**src/rtl/sdram_line_loader.sv**
```systemverilog
// SDRAM-to-VGA line loader: fetches one shifted line, unpacks bytes, pads, streams to FIFO.
// Optional SDRAM_LINE_LOADER_WRAP_EN: wrap out-of-range coordinates instead of padding.
module sdram_line_loader #(
  parameter int H_PIX = 1024,
  parameter int V_LINES = 768,
  parameter int LINE_W = 13,
  parameter int OFFSET_W = 8,
  parameter int FRAME_ID_W = 6,
  parameter int ADDR_W = 25,
  parameter int MAX_OUTSTANDING = 4,
  parameter logic [7:0] BLANK_PIX = 8'h00
) (
  input  logic iCLK,
  input  logic iRST,
  input  logic [FRAME_ID_W-1:0] iFRAME_ID,
  input  logic iOFFSET_H_SIGN,
  input  logic [OFFSET_W-1:0] iOFFSET_H,
  input  logic iOFFSET_V_SIGN,
  input  logic [OFFSET_W-1:0] iOFFSET_V,
  input  logic [LINE_W-1:0] iVGA_LINE_TO_LOAD,
  input  logic iVGA_LOAD_TO_FIFO_REQ,
  input  logic iWAIT_REQUEST,
  output logic oRD_EN,
  output logic [ADDR_W-1:0] oRD_ADDR,
  input  logic [15:0] iRD_DATA,
  input  logic iRD_DATAVALID,
  output logic [7:0] oFIFO_WDATA,
  output logic oFIFO_WEN,
  input  logic iFIFO_WFULL,
  output logic oBUSY,
  output logic oLINE_DONE,
  output logic oOVERRUN
);

  localparam int HW = H_PIX / 2;
  localparam int PW = $clog2(H_PIX + 1);
  localparam int WW = $clog2(HW + 2);
  localparam int XW = (HW > 1) ? $clog2(HW) : 1;
  localparam int CW = $clog2(MAX_OUTSTANDING + 1);
  localparam int BW = $clog2(MAX_OUTSTANDING);

  typedef enum logic [2:0] {IDLE, SETUP, PRE, FETCH, POST, DONE} state_t;

  state_t state;
  logic req_d, edge_c, overrun;
  logic [FRAME_ID_W-1:0] f_lat;
  logic ohs_lat, ovs_lat;
  logic [OFFSET_W-1:0] oh_lat, ov_lat;
  logic [LINE_W-1:0] line_q;
  logic [ADDR_W-1:0] line_base;
  logic [XW-1:0] widx;
  logic [WW-1:0] words_left;
  logic [PW-1:0] pre_left, pix_left, post_left;
  logic hi;
  logic [CW-1:0] inflight, cnt;
  logic [BW-1:0] head, tail;
  logic [15:0] mem [MAX_OUTSTANDING];

  int si, ohv, st, npix, pre, post, words;
  logic [ADDR_W-1:0] base_c;

  always_comb begin
    si = int'(line_q) - (ovs_lat ? -int'(ov_lat) : int'(ov_lat));
    ohv = ohs_lat ? -int'(oh_lat) : int'(oh_lat);
`ifdef SDRAM_LINE_LOADER_WRAP_EN
    si = si % V_LINES;
    if (si < 0) si = si + V_LINES;
    st = (-ohv) % H_PIX;
    if (st < 0) st = st + H_PIX;
    pre = 0;
    post = 0;
    npix = H_PIX;
    // tail burst from st/2, then head burst re-reading the split word
    words = HW - st / 2 + (st + 1) / 2;
`else
    st = 0;
    pre = 0;
    post = 0;
    npix = 0;
    words = 0;
    if (si < 0 || si >= V_LINES || ohv >= H_PIX || -ohv >= H_PIX) begin
      pre = H_PIX;
    end else begin
      if (ohv >= 0) begin
        pre = ohv;
        npix = H_PIX - ohv;
      end else begin
        st = -ohv;
        npix = H_PIX + ohv;
        post = -ohv;
      end
      words = (st + npix + 1) / 2 - st / 2;
    end
`endif
    base_c = ADDR_W'(f_lat) * ADDR_W'(HW * V_LINES)
           + ADDR_W'(si) * ADDR_W'(HW);
  end

  logic avail, rd_c, acc, push, pop, wen_c;
  logic [15:0] cur;
  logic [7:0] wdata_c;

  always_comb begin
    edge_c = iVGA_LOAD_TO_FIFO_REQ && !req_d;
    avail = cnt != '0;
    cur = mem[head];
    wen_c = 1'b0;
    wdata_c = BLANK_PIX;
    unique case (state)
      PRE, POST: wen_c = !iFIFO_WFULL;
      FETCH: begin
        wen_c = avail && !iFIFO_WFULL;
        wdata_c = hi ? cur[15:8] : cur[7:0];
      end
      default: ;
    endcase
    rd_c = state == FETCH && words_left != '0
        && (int'(inflight) + int'(cnt) < MAX_OUTSTANDING);
    acc = rd_c && !iWAIT_REQUEST;
    push = iRD_DATAVALID && state != IDLE && inflight != '0;
    pop = state == FETCH && wen_c && (hi || pix_left == PW'(1));
  end

  function automatic logic [BW-1:0] nxt(input logic [BW-1:0] p);
    return (p == BW'(MAX_OUTSTANDING - 1)) ? '0 : p + 1'b1;
  endfunction

  always_ff @(posedge iCLK) begin
    if (push) mem[tail] <= iRD_DATA;
  end

  always_ff @(posedge iCLK) begin
    if (iRST) begin
      state <= IDLE;
      req_d <= 1'b0;
      overrun <= 1'b0;
      f_lat <= '0;
      ohs_lat <= 1'b0;
      oh_lat <= '0;
      ovs_lat <= 1'b0;
      ov_lat <= '0;
      line_q <= '0;
      line_base <= '0;
      widx <= '0;
      words_left <= '0;
      pre_left <= '0;
      pix_left <= '0;
      post_left <= '0;
      hi <= 1'b0;
      inflight <= '0;
      cnt <= '0;
      head <= '0;
      tail <= '0;
    end else begin
      req_d <= iVGA_LOAD_TO_FIFO_REQ;
      overrun <= edge_c && state != IDLE;
      inflight <= inflight + CW'(acc) - CW'(push);
      cnt <= cnt + CW'(push) - CW'(pop);
      if (push) tail <= nxt(tail);
      if (pop) head <= nxt(head);
      unique case (state)
        IDLE: if (edge_c) begin
          line_q <= iVGA_LINE_TO_LOAD;
          if (iVGA_LINE_TO_LOAD == '0) begin
            f_lat <= iFRAME_ID;
            ohs_lat <= iOFFSET_H_SIGN;
            oh_lat <= iOFFSET_H;
            ovs_lat <= iOFFSET_V_SIGN;
            ov_lat <= iOFFSET_V;
          end
          state <= SETUP;
        end
        SETUP: begin
          pre_left <= PW'(pre);
          pix_left <= PW'(npix);
          post_left <= PW'(post);
          words_left <= WW'(words);
          widx <= XW'(st / 2);
          hi <= st[0];
          line_base <= base_c;
          if (pre != 0) state <= PRE;
          else if (npix != 0) state <= FETCH;
          else if (post != 0) state <= POST;
          else state <= DONE;
        end
        PRE: if (wen_c) begin
          pre_left <= pre_left - 1'b1;
          if (pre_left == PW'(1))
            state <= (pix_left != '0) ? FETCH : DONE;
        end
        FETCH: begin
          if (acc) begin
            widx <= (widx == XW'(HW - 1)) ? '0 : widx + 1'b1;
            words_left <= words_left - 1'b1;
          end
          if (wen_c) begin
            hi <= ~hi;
            pix_left <= pix_left - 1'b1;
            if (pix_left == PW'(1))
              state <= (post_left != '0) ? POST : DONE;
          end
        end
        POST: if (wen_c) begin
          post_left <= post_left - 1'b1;
          if (post_left == PW'(1)) state <= DONE;
        end
        DONE: state <= IDLE;
        default: state <= IDLE;
      endcase
    end
  end

  assign oRD_EN = rd_c;
  assign oRD_ADDR = line_base + ADDR_W'(widx);
  assign oFIFO_WEN = wen_c;
  assign oFIFO_WDATA = wdata_c;
  assign oBUSY = state != IDLE && state != DONE;
  assign oLINE_DONE = state == DONE;
  assign oOVERRUN = overrun;

endmodule

```
**config.mk**
```make
export PLATFORM = sky130hd
export DESIGN_NAME = sdram_line_loader
export DESIGN_NICKNAME = d
export VERILOG_FILES = /design/src/rtl/sdram_line_loader.sv
export SDC_FILE = /design/constraint.sdc
export NUM_CORES = 1
export LEC_CHECK = 0
export ABC_AREA = 1
export CORE_ASPECT_RATIO = 1.2
export CORE_UTILIZATION = 24
export CTS_CLUSTER_DIAMETER = 50
export DETAILED_ROUTE_END_ITERATION = 16
export PLACE_DENSITY = 0.45
export SLEW_MARGIN = 20
export SYNTH_ARGS = -nofsm -noshare
export SYNTH_HDL_FRONTEND = slang
export SYNTH_SLANG_ARGS = --single-unit
```
**constraint.sdc**
```tcl
create_clock -name iCLK -period 7.45 [get_ports iCLK]
set_input_delay 1.1175 -clock iCLK [delete_from_list [all_inputs] [get_ports iCLK]]
set_output_delay 1.1175 -clock iCLK [all_outputs]
set_load 0.05 [all_outputs]
```
-- Word-level counts from Yosys, hierarchy flattened
Memory sizes are Yosys's and may differ from the RTL's. A register that Yosys moved wholly into a read port is not among the register bits.
Cells that the tools add are included.
- register bits after elaboration: 130
- latch bits: 0
- RAM bits: 64
- memory bits (read-only): 0
- input port bits: 59
- output and inout port bits: 38
- logic and storage cells: 165
- memories kept: 1
- memories (memory ; words ; bits a word ; read ports ; clocked after Yosys merged registers in ; wr ports ; RTL line ; source):
    mem ; 4 ; 16 ; 1 ; 1 ; 1 ; 57 ; logic [15:0] mem [MAX_OUTSTANDING];
- add/sub/neg operators: 26
- multipliers: 1
- div/mod/pow operators: 0
- magnitude comparators: 6
- eq/ne operators: 20
- shift-type cells: 0
- muxes and demuxes: 47
- bitwise logic cells: 4
- reductions and logical operators: 40
- operators with widths (kind ; number):
    $mux W32 ; 11
    $reduce_bool A32 Y1 ; 3
    $pmux W11 S2 ; 3
    $ge A32 B12 Y1 const B ; 2
    $neg A8 Y32 ; 2
    $eq A11 B1 Y1 const B ; 3
    $mux W11 ; 3
    $sub A11 B1 Y11 const B ; 3
    $add A12 B32 Y32 const A ; 1
    $add A32 B2 Y32 const B ; 1
    $add A32 B32 Y32 ; 1
    $ge A32 B1 Y1 const B ; 1
    $ge A32 B11 Y1 const B ; 1
    $lt A32 B1 Y1 const B ; 1
    $neg A32 Y32 ; 1
    $sub A12 B32 Y32 const A ; 1
    $sub A14 B32 Y32 ; 1
    $mux W3 ; 10
    $add A25 B25 Y25 ; 1
    $add A25 B9 Y25 ; 1
    $reduce_bool A11 Y1 ; 2
    $add A10 B1 Y10 ; 2
    $mux W10 ; 2
    $pmux W10 S2 ; 1
    other kinds (39) ; 86

-- Logic depth before layout (Yosys ltp)
- depth in word-level cells: 15
- gate-level depth with buffers: 46
- gate-level depth less buffers: 46

-- Worst setup path after synthesis
No wires, ideal clock.
- path kind: reg2reg
- start point: register oh_lat[4]
- end point: register words_left[9]
- setup time: 70 ps
- arrival: 6007 ps
- required time: 7380 ps
- path slack: 1374 ps
- stages on the path, launching flop included: 38
- buffers on the path: 4
- cells stage by stage: dfxtp_1 -> nor2_1 -> nand3_1 -> nor2_1 -> ha_1 -> nor2_4 -> clkinv_1 -> clkbuf_1 -> clkbuf_1 -> clkbuf_1 -> buf_1 -> nor2_1 -> ha_1 -> nand2_1 -> inv_1 -> nand3_1 -> nor4_1 -> inv_1 -> [2 not listed] -> nor2_1 -> fa_1 -> inv_1 -> fa_1 -> inv_1 -> ha_1 -> fa_1 -> nand3_1 -> nand2_1 -> a21oi_1 -> o21bai_1 -> nand2_1 -> nand2_1 -> a21oi_1 -> xor2_1 -> xor2_1 -> nand2_1 -> a21oi_1
- cells in the longest elaborated chain, start to end: 12
- RTL lines (what ; RTL line ; source):
    start, declared ; 48 ; logic [OFFSET_W-1:0] oh_lat, ov_lat;
    start signal, assigned ; 167 ; oh_lat <= iOFFSET_H;
    $neg A8 Y32 ; 64 ; ohv = ohs_lat ? -int'(oh_lat) : int'(oh_lat);
    $mux W32 (*) ; 64 ;
    $neg A32 Y32, or another cell as far along ; 81, 88 ;
    $mux W32 ; 84 ; if (ohv >= 0) begin
    $mux W32 ; 81 ; if (si < 0 || si >= V_LINES || ohv >= H_PIX || -ohv >= H_PIX) begin
    $add A32 B32 Y32 ; 92 ; words = (st + npix + 1) / 2 - st / 2;
    $add A32 B2 Y32 ; 92 ;
    $and A1 B1 Y1 (no line) ; - ;
    $add A10 B1 Y10 (no line) ; - ;
    $sub A10 B10 Y10 ; 92 ;
    $mux W10 (*) ; 81 ;
    $pmux W10 S2 (*) ; 161 ; unique case (state)
    end signal, assigned ; 177 ; words_left <= WW'(words);
    end signal, assigned ; 194 ; words_left <= words_left - 1'b1;
    end, declared ; 52 ; logic [WW-1:0] words_left;
Every way passes the cells marked *; elsewhere a longest branch is shown, timed or not. The select of a mux whose other input is x is not followed.
A chain may end at the register's enable or synchronous reset.

-- Final worst setup path
- start point: register oh_lat[0]
- end point: register words_left[9]
Same word-level chain as after synthesis.

==> out/metrics.yaml <==
clock_latency_ns: 0.46
area_growth_syn_to_layout_pct: 18.6
status: "finished, final reports clean"
power-per-cell-area_nw_per_um2: 266
fin_setup_tns_ns: 0
overflow: 0
pin_count: 97
floorplan.die.height_um: 253
final_max_slew_viol_count: 0
grt_max_degree: 56
via_count: 11100
gr-usage-met3_pct: 2.52
whs_ns: 0.472
tightest_slew_ns: 1.03
grt_pass1_vias: 10900
skew_ns: 0.0150
dieArea_sq_um: 53400
grt_use_met2_pct: 23.5
synthCells: 1697
r2r_cells: 37
yosysMostFrequentCell: "nand2_1"
antenna_found_initial: 1
wl_per_cell_um: 14.3
critPathRequiredTime_ns: 7.84
dp_cells: 2448
fin_ws_ns: 0.768
synth_top_area_share_pct: 19.5
crit_top_cell: "inv_1"
clk_pin_slew_ns: 0.08
cts_made_buffers: 17
yosys_warnings: 0
use_met1_pct: 17.2
critPathSlowestCell: "fa_1"
yosys-top-cells-count: "265 x nand2_1, 237 x nor2_1, 196 x inv_1, 161 x o21ai_0, 154 x a21oi_1"
track_usage_pct: 13.7
synthTopCellsByArea: "dfxtp_1 20%, edfxtp_1 15%, ha_1 11%"
cts_hold_buf: 0
core_sq_um: 51600
cp-end-kind: "flip-flop"
syn-cell-area_sq_um: 12600
drc: 0
ys_seq_area_share_pct: 34.8
synth_edf_count: 64
pre_cts_ws_ns: 0.747
clkSinkCount: 187
critPathKind: "flip-flop to flip-flop"
worstReg2RegStart: "oh_lat[0]"
rsz0062_at_grt: "false"
dr.pass1.iters: 5
drt-initial-drc-count: 517
regToRegSetupSlack_ns: 0.77
async_flop_share_pct: 0
synth_seq_cells: 187
ctsResizeCount: 0
avgViaCountPerCell: 4.48
initial_core_util_pct: 24.4
startpoint_type: "flip-flop"
nets: 1945
busiest_layer: "met2"
grt_pass1_wl_um: 57500
layout-drive-gt1-share_pct: 5.55
hold_violations: 0
arrival_ns: 7.07
clock.fmax_ghz: 0.150
period_share_pct: 89.7
rows: 91
clk_path_buf_depth: 2
numPortBuffers: 96
crit_path_max_fanout: 12
cts-root-buf: "clkbuf_16"
fin_cells: 2481
timing.slew.headroom_pct: 31.5
p_leak_nw: 6.46
drt-total-wl_um: 35600
cpPeakStageDelay_ns: 0.52
hpwl_um: 26700
die_x_um: 211
synth_top_area_cell: "dfxtp_1"
hp-class: "flip-flop to flip-flop"
min_from: "line_q[0]"
fin_crit_ns: 6.68
hold_depth: 2
avgSynthCellArea_sq_um: 7.42
ctsHtreeMaxLevel: 4
cts_tree: "done"
timing.rr.end: "words_left[9]"
worstHoldEndpoint: "line_q[0]"
setup_viol: 0
synth_ff_type: "dfxtp_1"
drtAntennaViolNets: 0
peakVddDrop_uv: 186
globalplace.congestion: 0.859
cap_violations: 0
synth.distinct_cells: 52
post_cts_buffers: 0
==> where the power goes <==
part,switching (mW),total (mW),internal [mW]
Clock,0.506,0.978,0.473
Sequential,0.129,1.34,1.21
Combinational,1.11,1.66,0.557
Total,1.74,3.98,2.24
==> registers in the layout (all words and copies together), names as in the netlist, 2 cells and up, named ones only <==
name        flops
cnt             3
line_base      16
inflight        3
oh_lat          8
state           3
f_lat           6
words_left     10
head            2
widx            9
line_q         13
tail            2
post_left      11
pix_left       11
ov_lat          8
mem            64
pre_left       11
==> routing by layer <==
metal | part of all wire, % | wire (um) | vias to the layer above
met5 | 0.037 | 13 | -
met4 | 2.0 | 696 | 2
met3 | 3.8 | 1340 | 34
met2 | 48 | 17100 | 194
met1 | 46 | 16500 | 5070
li1 | - | - | 5810
==> how the worst max path moves through the flow <==
stage / start / slack (ns) / endpoint
global route: oh_lat[0] / 0.03 / words_left[9]
global placement: oh_lat[0] / 0.82 / words_left[9]
floorplan: oh_lat[4] / 1.37 / words_left[9]
finish: oh_lat[0] / 0.77 / words_left[9]
detailed placement: oh_lat[0] / 0.75 / words_left[9]
CTS: oh_lat[0] / 0.71 / words_left[9]
==> stage by stage <==
stage	instance area, sq um	total power [mW]	utilization (%)
6_report	14900	3.98	29.0
5_1_grt	14900	4.29	28.9
4_1_cts	14900	4.04	28.9
3_5_place_dp	14300	3.03	27.7
3_3_place_gp	14300	3.02	27.7
2_1_floorplan	12600	2.56	-
==> critical path, delay by kind of cell (launching register included) <==
| family | cells | cell delay [ns] |
|---|---|---|
| fa+ha+maj | 7 | 2.00 |
| compound gates | 8 | 1.87 |
| simple gates | 12 | 1.23 |
| buf+inv | 8 | 0.81 |
| flops | 1 | 0.37 |
| xor+xnor | 2 | 0.35 |
==> cell usage in the layout (no fill, tap or decap), types with 14 or more instances in the layout <==
| cell type | count |
|---|---|
| nand2_1 | 265 |
| nor2_1 | 236 |
| inv_1 | 195 |
| o21ai_0 | 161 |
| a21oi_1 | 154 |
| dfxtp_1 | 123 |
| ha_1 | 108 |
| clkdlybuf4s50_1 | 96 |
| nand3_1 | 76 |
| edfxtp_1 | 64 |
| xor2_1 | 45 |
| nor3_1 | 22 |
| xnor2_1 | 20 |
| a31oi_1 | 17 |
| clkbuf_16 | 17 |
| o32ai_1 | 16 |
| buf_4 | 16 |
| nand4_1 | 14 |
==> kinds of logic (layout without fill, tap and decap cells) <==
family / Yosys count / after routing / synth area share [%]
buffers and inverters: 273 / 358 / 8.50
AOI/OAI and AO/OA: 395 / 395 / 17.3
and+or+nand+nor: 659 / 659 / 22.8
xor gates and xnor gates: 65 / 65 / 4.52
adders and majority gates: 116 / 116 / 12.0
DFF: 187 / 187 / 34.8
other: 2 / 4 / 0.0596
==> cell type report <==
class                   instances  area, sq um
multi-input cells            1238         7150
repair buffers                112         1080
clock inverters                15          211
diodes                          1         2.50
inverters                     214          805
clock buffers                  17          425
well taps                     697          872
flip-flops and latches        187         4380
fillers                      5619        36600
Power figures use the tool's default switching activity.
